===== config.mk =====
export PLATFORM = sky130hd
export DESIGN_NAME = multibyte_add_seq
export DESIGN_NICKNAME = d
export VERILOG_FILES = /design/src/rtl/multibyte_add_seq.sv
export SDC_FILE = /design/constraint.sdc
export NUM_CORES = 1
export LEC_CHECK = 0
export ABC_AREA = 1
export BUFFER_PORTS_ARGS = -buffer_cell sky130_fd_sc_hd__buf_4
export CORE_MARGIN = 1
export CORE_UTILIZATION = 30
export DETAILED_ROUTE_END_ITERATION = 10
export GPL_TIMING_DRIVEN = 0
export PLACE_DENSITY = 0.49
export SYNTH_ARGS = -nofsm -noshare
export SYNTH_HDL_FRONTEND = slang
export SYNTH_SLANG_ARGS = --single-unit

===== constraint.sdc =====
create_clock -name clk -period 4.99 [get_ports clk]
set_input_delay 0.2495 -clock clk [delete_from_list [all_inputs] [get_ports clk]]
set_output_delay 0.2495 -clock clk [all_outputs]
set_load 0.02 [all_outputs]

===== src/rtl/multibyte_add_seq.sv =====
// Byte-serial add/sub sequencer: drives an external 8-bit adder one byte per cycle,
// LSB first, chaining carry across cycles, and presents the assembled result with flags.
module multibyte_add_seq #(
    parameter int NBYTES = 4,
    localparam int W = 8 * NBYTES
) (
    input  logic         clk,
    input  logic         rst_n,
    input  logic         in_valid,
    output logic         in_ready,
    input  logic [W-1:0] op_a,
    input  logic [W-1:0] op_b,
    input  logic         op_sub,
    output logic [7:0]   add_a,
    output logic [7:0]   add_b,
    output logic         add_cin,
    input  logic [7:0]   add_sum,
    input  logic         add_cout,
    output logic         out_valid,
    input  logic         out_ready,
    output logic [W-1:0] result,
    output logic         carry,
    output logic         overflow,
    output logic         zero,
    output logic         negative
);

    localparam int IDXW = (NBYTES > 1) ? $clog2(NBYTES) : 1;
    localparam logic [IDXW-1:0] LAST_IDX = IDXW'(NBYTES - 1);

    typedef enum logic [1:0] {
        S_IDLE = 2'd0,
        S_RUN  = 2'd1,
        S_DONE = 2'd2
    } state_t;

    state_t          state_q;
    logic [IDXW-1:0] idx_q;
    logic [W-1:0]    a_q;
    logic [W-1:0]    b_q;
    logic            chain_q;
    logic [W-1:0]    result_q;
    logic [W-1:0]    result_d;
    logic            out_valid_q;
    logic            carry_q;
    logic            overflow_q;
    logic            zero_q;
    logic            negative_q;
    logic            ovf_d;

    // Result with the current adder byte merged in; also used for the zero flag.
    always_comb begin
        result_d = result_q;
        if (state_q == S_RUN) begin
            result_d[32'd8 * idx_q +: 8] = add_sum;
        end else begin
            result_d = result_q;
        end
    end

    // Signed overflow uses the already-inverted B so add and sub share one rule.
    always_comb begin
        ovf_d = (a_q[W-1] == b_q[W-1]) && (add_sum[7] != a_q[W-1]);
    end

    // Adder byte feed: only active while running, quiet zeros otherwise.
    always_comb begin
        add_a   = 8'h00;
        add_b   = 8'h00;
        add_cin = 1'b0;
        case (state_q)
            S_RUN: begin
                add_a   = a_q[32'd8 * idx_q +: 8];
                add_b   = b_q[32'd8 * idx_q +: 8];
                add_cin = chain_q;
            end
            default: begin
                add_a   = 8'h00;
                add_b   = 8'h00;
                add_cin = 1'b0;
            end
        endcase
    end

    // Sequencer FSM with all result/flag outputs registered.
    always_ff @(posedge clk or negedge rst_n) begin
        if (!rst_n) begin
            state_q     <= S_IDLE;
            idx_q       <= '0;
            a_q         <= '0;
            b_q         <= '0;
            chain_q     <= 1'b0;
            result_q    <= '0;
            out_valid_q <= 1'b0;
            carry_q     <= 1'b0;
            overflow_q  <= 1'b0;
            zero_q      <= 1'b0;
            negative_q  <= 1'b0;
        end else begin
            case (state_q)
                S_IDLE: begin
                    if (in_valid) begin
                        a_q      <= op_a;
                        b_q      <= op_sub ? ~op_b : op_b;
                        chain_q  <= op_sub;
                        idx_q    <= '0;
                        result_q <= '0;
                        state_q  <= S_RUN;
                    end else begin
                        state_q  <= S_IDLE;
                    end
                end
                S_RUN: begin
                    result_q <= result_d;
                    chain_q  <= add_cout;
                    if (idx_q == LAST_IDX) begin
                        idx_q       <= '0;
                        carry_q     <= add_cout;
                        negative_q  <= add_sum[7];
                        overflow_q  <= ovf_d;
                        zero_q      <= (result_d == {W{1'b0}});
                        out_valid_q <= 1'b1;
                        state_q     <= S_DONE;
                    end else begin
                        idx_q   <= idx_q + 1'b1;
                        state_q <= S_RUN;
                    end
                end
                S_DONE: begin
                    if (out_ready) begin
                        out_valid_q <= 1'b0;
                        state_q     <= S_IDLE;
                    end else begin
                        state_q     <= S_DONE;
                    end
                end
                default: begin
                    out_valid_q <= 1'b0;
                    state_q     <= S_IDLE;
                end
            endcase
        end
    end

    assign in_ready  = (state_q == S_IDLE);
    assign out_valid = out_valid_q;
    assign result    = result_q;
    assign carry     = carry_q;
    assign overflow  = overflow_q;
    assign zero      = zero_q;
    assign negative  = negative_q;

endmodule

==> results of run 1 <==
[worst min path at each step]
stage | startpoint | to | slack, ns | cells after the start
final | op_a[28] | a_q[28] | 0.08 | 3
after global routing | op_a[5] | a_q[5] | 0.07 | 3
after CTS | op_a[3] | a_q[3] | 0.06 | 3
after detailed placement | rst_n | result[2] | 0.19 | 1
after global placement | op_a[3] | a_q[3] | 0.45 | 3
after floorplan | rst_n | a_q[0] | -0.05 | 0
[what timing repair did]
action                                 CTS  global route
endpoints found under the hold margin   39             0
resized for setup                        0             0
hold buffers                             1             0
[critical path, cell delays in order (launching register included)]
cell      delay, ns
dfrtp_1        0.42
buf_2          0.21
inv_2          0.12
buf_2          0.23
clkbuf_1       0.53
ha_1           0.36
inv_1          0.16
nand2_1        0.16
nor2_1         0.09
a21oi_1        0.23
nand2_1        0.07
nor2_1         0.15
nand2_1        0.07
nor2_1         0.11
nand2_1        0.10
nand2_1        0.06
[layer usage]
metal / track usage, % / part of all wire [%] / up-vias / wire length [um]
met3: 4.27 / 5.2 / 13 / 869
met4: 3.30 / 0.79 / 0 / 133
met1: 26.2 / 48 / 2337 / 8120
met2: 29.8 / 46 / 136 / 7690
li1: - / - / 2553 / -
met5: 0 / 0 / - / 0
[flip-flops by register name, summed over array words and instances (netlist names)]
| name | cells |
|---|---|
| chain_q | 1 |
| a_q | 32 |
| result | 32 |
| idx_q | 2 |
| b_q | 32 |
| negative | 1 |
| carry | 1 |
| zero | 1 |
| overflow | 1 |
| state_q | 2 |
| out_valid | 1 |
[cells by family (layout without fill, tap and decap cells)]
family | after synthesis | count (layout) | share of synthesized area (%)
AND/OR/NAND/NOR | 348 | 348 | 25.2
AO/OA/AOI/OAI | 150 | 150 | 14.6
flip-flops | 106 | 106 | 48.1
buffers and inverters | 74 | 223 | 5.52
XOR/XNOR | 32 | 32 | 5.09
adder cells (fa/ha/maj) | 6 | 6 | 1.36
[layout by cell type, fill, tap and decap left out, types with 4 or more instances in the layout]
cell type,synthesis,routed
o21ai_1,9,9
buf_4,1,131
o21a_1,5,5
o21ai_0,89,89
dfrtp_1,106,106
inv_2,5,5
buf_1,6,6
a21boi_1,12,12
xnor2_1,32,32
nand2_1,241,241
clkbuf_1,12,12
ha_1,6,6
nor2_1,88,88
a21oi_1,29,29
clkbuf_16,0,9
buf_2,18,18
inv_1,31,31
nor2_2,4,4
[where the power goes]
part | internal (mW) | switching, mW
logic | 0.873 | 1.58
clock network | 0.450 | 0.357
registers | 1.23 | 0.241
[per-stage QoR]
step | worst slack [ns] | std cells
floorplan | 2.73 | 716
global placement | 1.95 | 1076
detailed placement | 1.89 | 1077
CTS | 1.88 | 1094
global route | 1.61 | 1094
finish | 1.86 | 1094
[final cells by class]
class | instances | area, sq um
fill | 1939 | 10800
timing repair buffer | 133 | 1020
buffer | 37 | 165
clock inverter | 7 | 106
sequential | 106 | 2650
inverter | 37 | 139
clock buffer | 9 | 225
multi-input combinational | 536 | 2550
tap | 229 | 287
==> reports/metrics.yaml, run 1 <==
logic_synthesis:
  syn_nets: 800
  synthTopCellsByCount: "nand2_1 (241), dfrtp_1 (106), o21ai_0 (89), nor2_1 (88), xnor2_1 (32)"
  ys_types: 31
  synth_edf_count: 0
  yosys.area.top_type: "dfrtp_1"
  synthTopCellsByArea: "dfrtp_1 (48%), nand2_1 (16%), o21ai_0 (8.1%)"
  yosysTopAreaCellShare_pct: 48.1
  synth_most_common_cell: "nand2_1"
  synthesis.instances: 716
  netlist_area_sq_um: 5510
  syn_avg_cell_area_sq_um: 7.69
  ys_ff_latch: 106
  ys.warnings.count: 0
  yosysSeqAreaShare_pct: 48.1
  async_flop_share_pct: 100
  ys.flop_type: "dfrtp_1"
setup_path:
  endpoint_kind: "flop"
  setup.worst_path.class: "flop to flop"
  required_ns: 5.29
  r2r-end: "zero"
  crit_path_start_kind: "flop"
  startpoint: "idx_q[0]"
  crit_path_end: "zero"
  cp_max_fo: 12
  reg2reg_slack_ns: 1.86
  ff2ff_path_depth: 15
  worstPathArrival_ns: 3.43
  timing.rr.start: "idx_q[0]"
cells_and_area:
  areaGrowthSynthToFinish_pct: 29.8
  final_layout_size_suffix_gt1_share_pct: 21.3
  diodes: 0
  final_area_sq_um: 7150
  fin_nets: 944
  fin_util_pct: 39.8
clock_tree:
  root_buffer: "clkbuf_16"
  worst_skew_pair.late_latency_ns: 0.36
  clk_path_buf_depth: 2
  htree_num_levels: 3
  cts_made_buffers: 9
  cts.reportedPaths.clkPinSlew_ns: 0.08
  cts_setup_buffers: 0
  cts.sinks: 106
  cts_tree: "yes"
detailed_routing:
  viasPerCell: 4.61
  drtPass1Iterations: 4
  vias: 5039
  wl_um: 16800
  routedWlPerCell_um: 15.4
  ant_nets: 0
  drc_errors: 0
  drt_iter0_drc: 326
worst_hold_path:
  min-delay-path-class: "input port to flop"
power:
  p_per_area_nw_per_um2: 662
  power.total_mw: 4.74
  ir_worst_vdd_uv: 257
  total_leakage_power_nw: 3.67
job:
  drv_cap: 0
floorplanning:
  io_pins: 133
  row_count: 49
  start_util_pct: 30.7
  dieHeight_um: 138
  die_w_um: 138
  core_sq_um: 18000
  die-area_sq_um: 18900
timing:
  fin_hold_ws_ns: 0.0770
  setup_violations: 0
  min_period_ns: 3.13
  report.final.hold_viol_count: 0
  max-slew-margin-rel_pct: 57.2
  worst_pin_slew_ns: 0.642
  min_period_over_period_pct: 62.8
  finalClockSkew_ns: 0.00966
  slew_viol_final: 0
  tns_ns: 0
  rsz0062_at_grt: "false"
  fmax_ghz: 0.319
run_status:
  status: "finished clean"
placed_design:
  dpl_cell_area_sq_um: 6810
  gp_congestion: 0.850
  hpwl_um: 12600
  io_buffer_count: 131
global_routing:
  grt_antenna_before_repair: 0
  grt.total_usage_pct: 18.8
  grt_max_degree: 68
  grt_pass1_vias: 4847
  grt.overflow.total: 0
  grt_first_pass_wirelength_um: 26500
(Power assumes the default switching activity.)
==> run 2, diff against run 1 <==
- clock period: 4.99 -> 3.2 ns (I/O delays scaled with it)
==> run 2 against run 1 <==
Sequential power grew 56%. Via count increased by 2.0%. Worst hold slack got worse by 0.065 ns. Largest power group unchanged.
==> reports/metrics.yaml, run 2 (same netlist as run 1, synthesis figures left out) <==
run_status:
  status: "finished clean"
clock_tree:
  cts_made_buffers: 9
  htree_num_levels: 3
  worst_skew_pair.late_latency_ns: 0.36
  cts_setup_buffers: 0
  cts.sinks: 106
  cts_tree: "yes"
  cts.reportedPaths.clkPinSlew_ns: 0.07
  root_buffer: "clkbuf_16"
  clk_path_buf_depth: 2
setup_path:
  setup.worst_path.class: "flop to flop"
  cp_max_fo: 12
  worstPathArrival_ns: 3.22
  r2r-end: "zero"
  crit_path_start_kind: "flop"
  ff2ff_path_depth: 14
  timing.rr.start: "idx_q[1]"
  reg2reg_slack_ns: 0.28
  crit_path_end: "zero"
  required_ns: 3.50
  startpoint: "idx_q[1]"
  endpoint_kind: "flop"
cells_and_area:
  final_cell_mix: "nand2_1 (241), buf_4 (131), dfrtp_1 (106)"
  layout_commonest_cell: "nand2_1"
  final_cells: 1116
  final_layout_size_suffix_gt1_share_pct: 20.9
  areaGrowthSynthToFinish_pct: 33.8
  fin_nets: 966
  diodes: 0
  final_area_sq_um: 7370
placed_design:
  post-place-cells: 1077
  io_buffer_count: 131
  dpl_cell_area_sq_um: 6810
  place_ws_ns: 0.0951
  hpwl_um: 12600
  gp_congestion: 0.850
detailed_routing:
  vias: 5141
  routedWlPerCell_um: 15.1
  viasPerCell: 4.61
  wl_um: 16800
  drt_iter0_drc: 280
  ant_nets: 0
  drc_errors: 0
  drtPass1Iterations: 5
timing:
  finalClockSkew_ns: 0.00912
  tns_ns: 0
  fmax_ghz: 0.342
  report.final.hold_viol_count: 0
  rsz0062_at_grt: "false"
  min_period_over_period_pct: 91.2
  fin_ws_ns: 0.280
  slew_viol_final: 0
  worst_pin_slew_ns: 0.605
  setup_violations: 0
  min_period_ns: 2.92
  max-slew-margin-rel_pct: 59.7
global_routing:
  grt_pass1_vias: 4884
  grt_max_degree: 68
  grt.overflow.total: 0
  grt_first_pass_wirelength_um: 26600
  grt.total_usage_pct: 18.8
  grt_antenna_before_repair: 0
job:
  drv_cap: 0
floorplanning:
  die-area_sq_um: 18900
  start_util_pct: 30.7
  dieHeight_um: 138
  die_w_um: 138
  io_pins: 133
  core_sq_um: 18000
  row_count: 49
power:
  total_leakage_power_nw: 3.76
  ir_worst_vdd_uv: 401
  p_per_area_nw_per_um2: 1000
  power.total_mw: 7.40
worst_hold_path:
  min-delay-path-class: "input port to flop"
[run 2: where the power goes]
| part | switching, mW | total (mW) | internal [mW] |
|---|---|---|---|
| sequential | 0.375 | 2.30 | 1.92 |
| combinational | 2.47 | 3.85 | 1.38 |
| clock | 0.553 | 1.25 | 0.701 |
| total | 3.40 | 7.40 | 4.00 |
[run 2: routing by layer]
layer  routed length, um  global-route usage, %  up-vias
met1                8030                   26.3     2381
li1                    -                      -     2603
met2                7660                   29.9      144
met5                   0                      0        -
met4                 133                   3.30        0
met3                 991                   4.27       13
[run 2: worst max-delay path: stages (launching register included)]
cell and delay, ns:
dfrtp_1 0.43, buf_2 0.21, clkinv_1 0.17, clkbuf_1 0.50, ha_1 0.36, inv_1 0.16, nand2_1 0.16, nor2_1 0.09
a21oi_1 0.22, nand2_1 0.07, nor2_1 0.15, nand2_1 0.07, nor2_1 0.11, nand2_1 0.10, nand2_1 0.06
[run 2: final cells by class]
type / instances / area, sq um
buffer: 37 / 166
clock buffer: 9 / 225
clock inverter: 7 / 106
fill: 1920 / 10600
inverter: 37 / 139
multi-input combinational: 536 / 2550
sequential: 106 / 2650
tap: 229 / 287
timing repair buffer: 155 / 1240
[run 2: repair_timing]
action,4_1_cts,5_1_grt
hold buffers,23,0
endpoints found under the hold margin,61,0
resized for setup,0,2
endpoints found under the setup margin,0,1
[run 2: per-stage QoR]
step,utilization [%],hold slack (ns)
floorplan,-,-0.136
finish,41.0,0.0118
CTS,41.0,0.00164
global route,41.0,0.00298
detailed placement,37.9,0.103
global placement,37.7,0.358
[run 2: worst min-delay path by stage]
stage	endpoint	cells after the start	from
2_1_floorplan	a_q[0]	0	rst_n
3_3_place_gp	a_q[3]	3	op_a[3]
3_5_place_dp	result[2]	1	rst_n
4_1_cts	a_q[27]	3	op_a[27]
5_1_grt	a_q[18]	3	op_a[18]
6_report	a_q[27]	3	op_a[27]
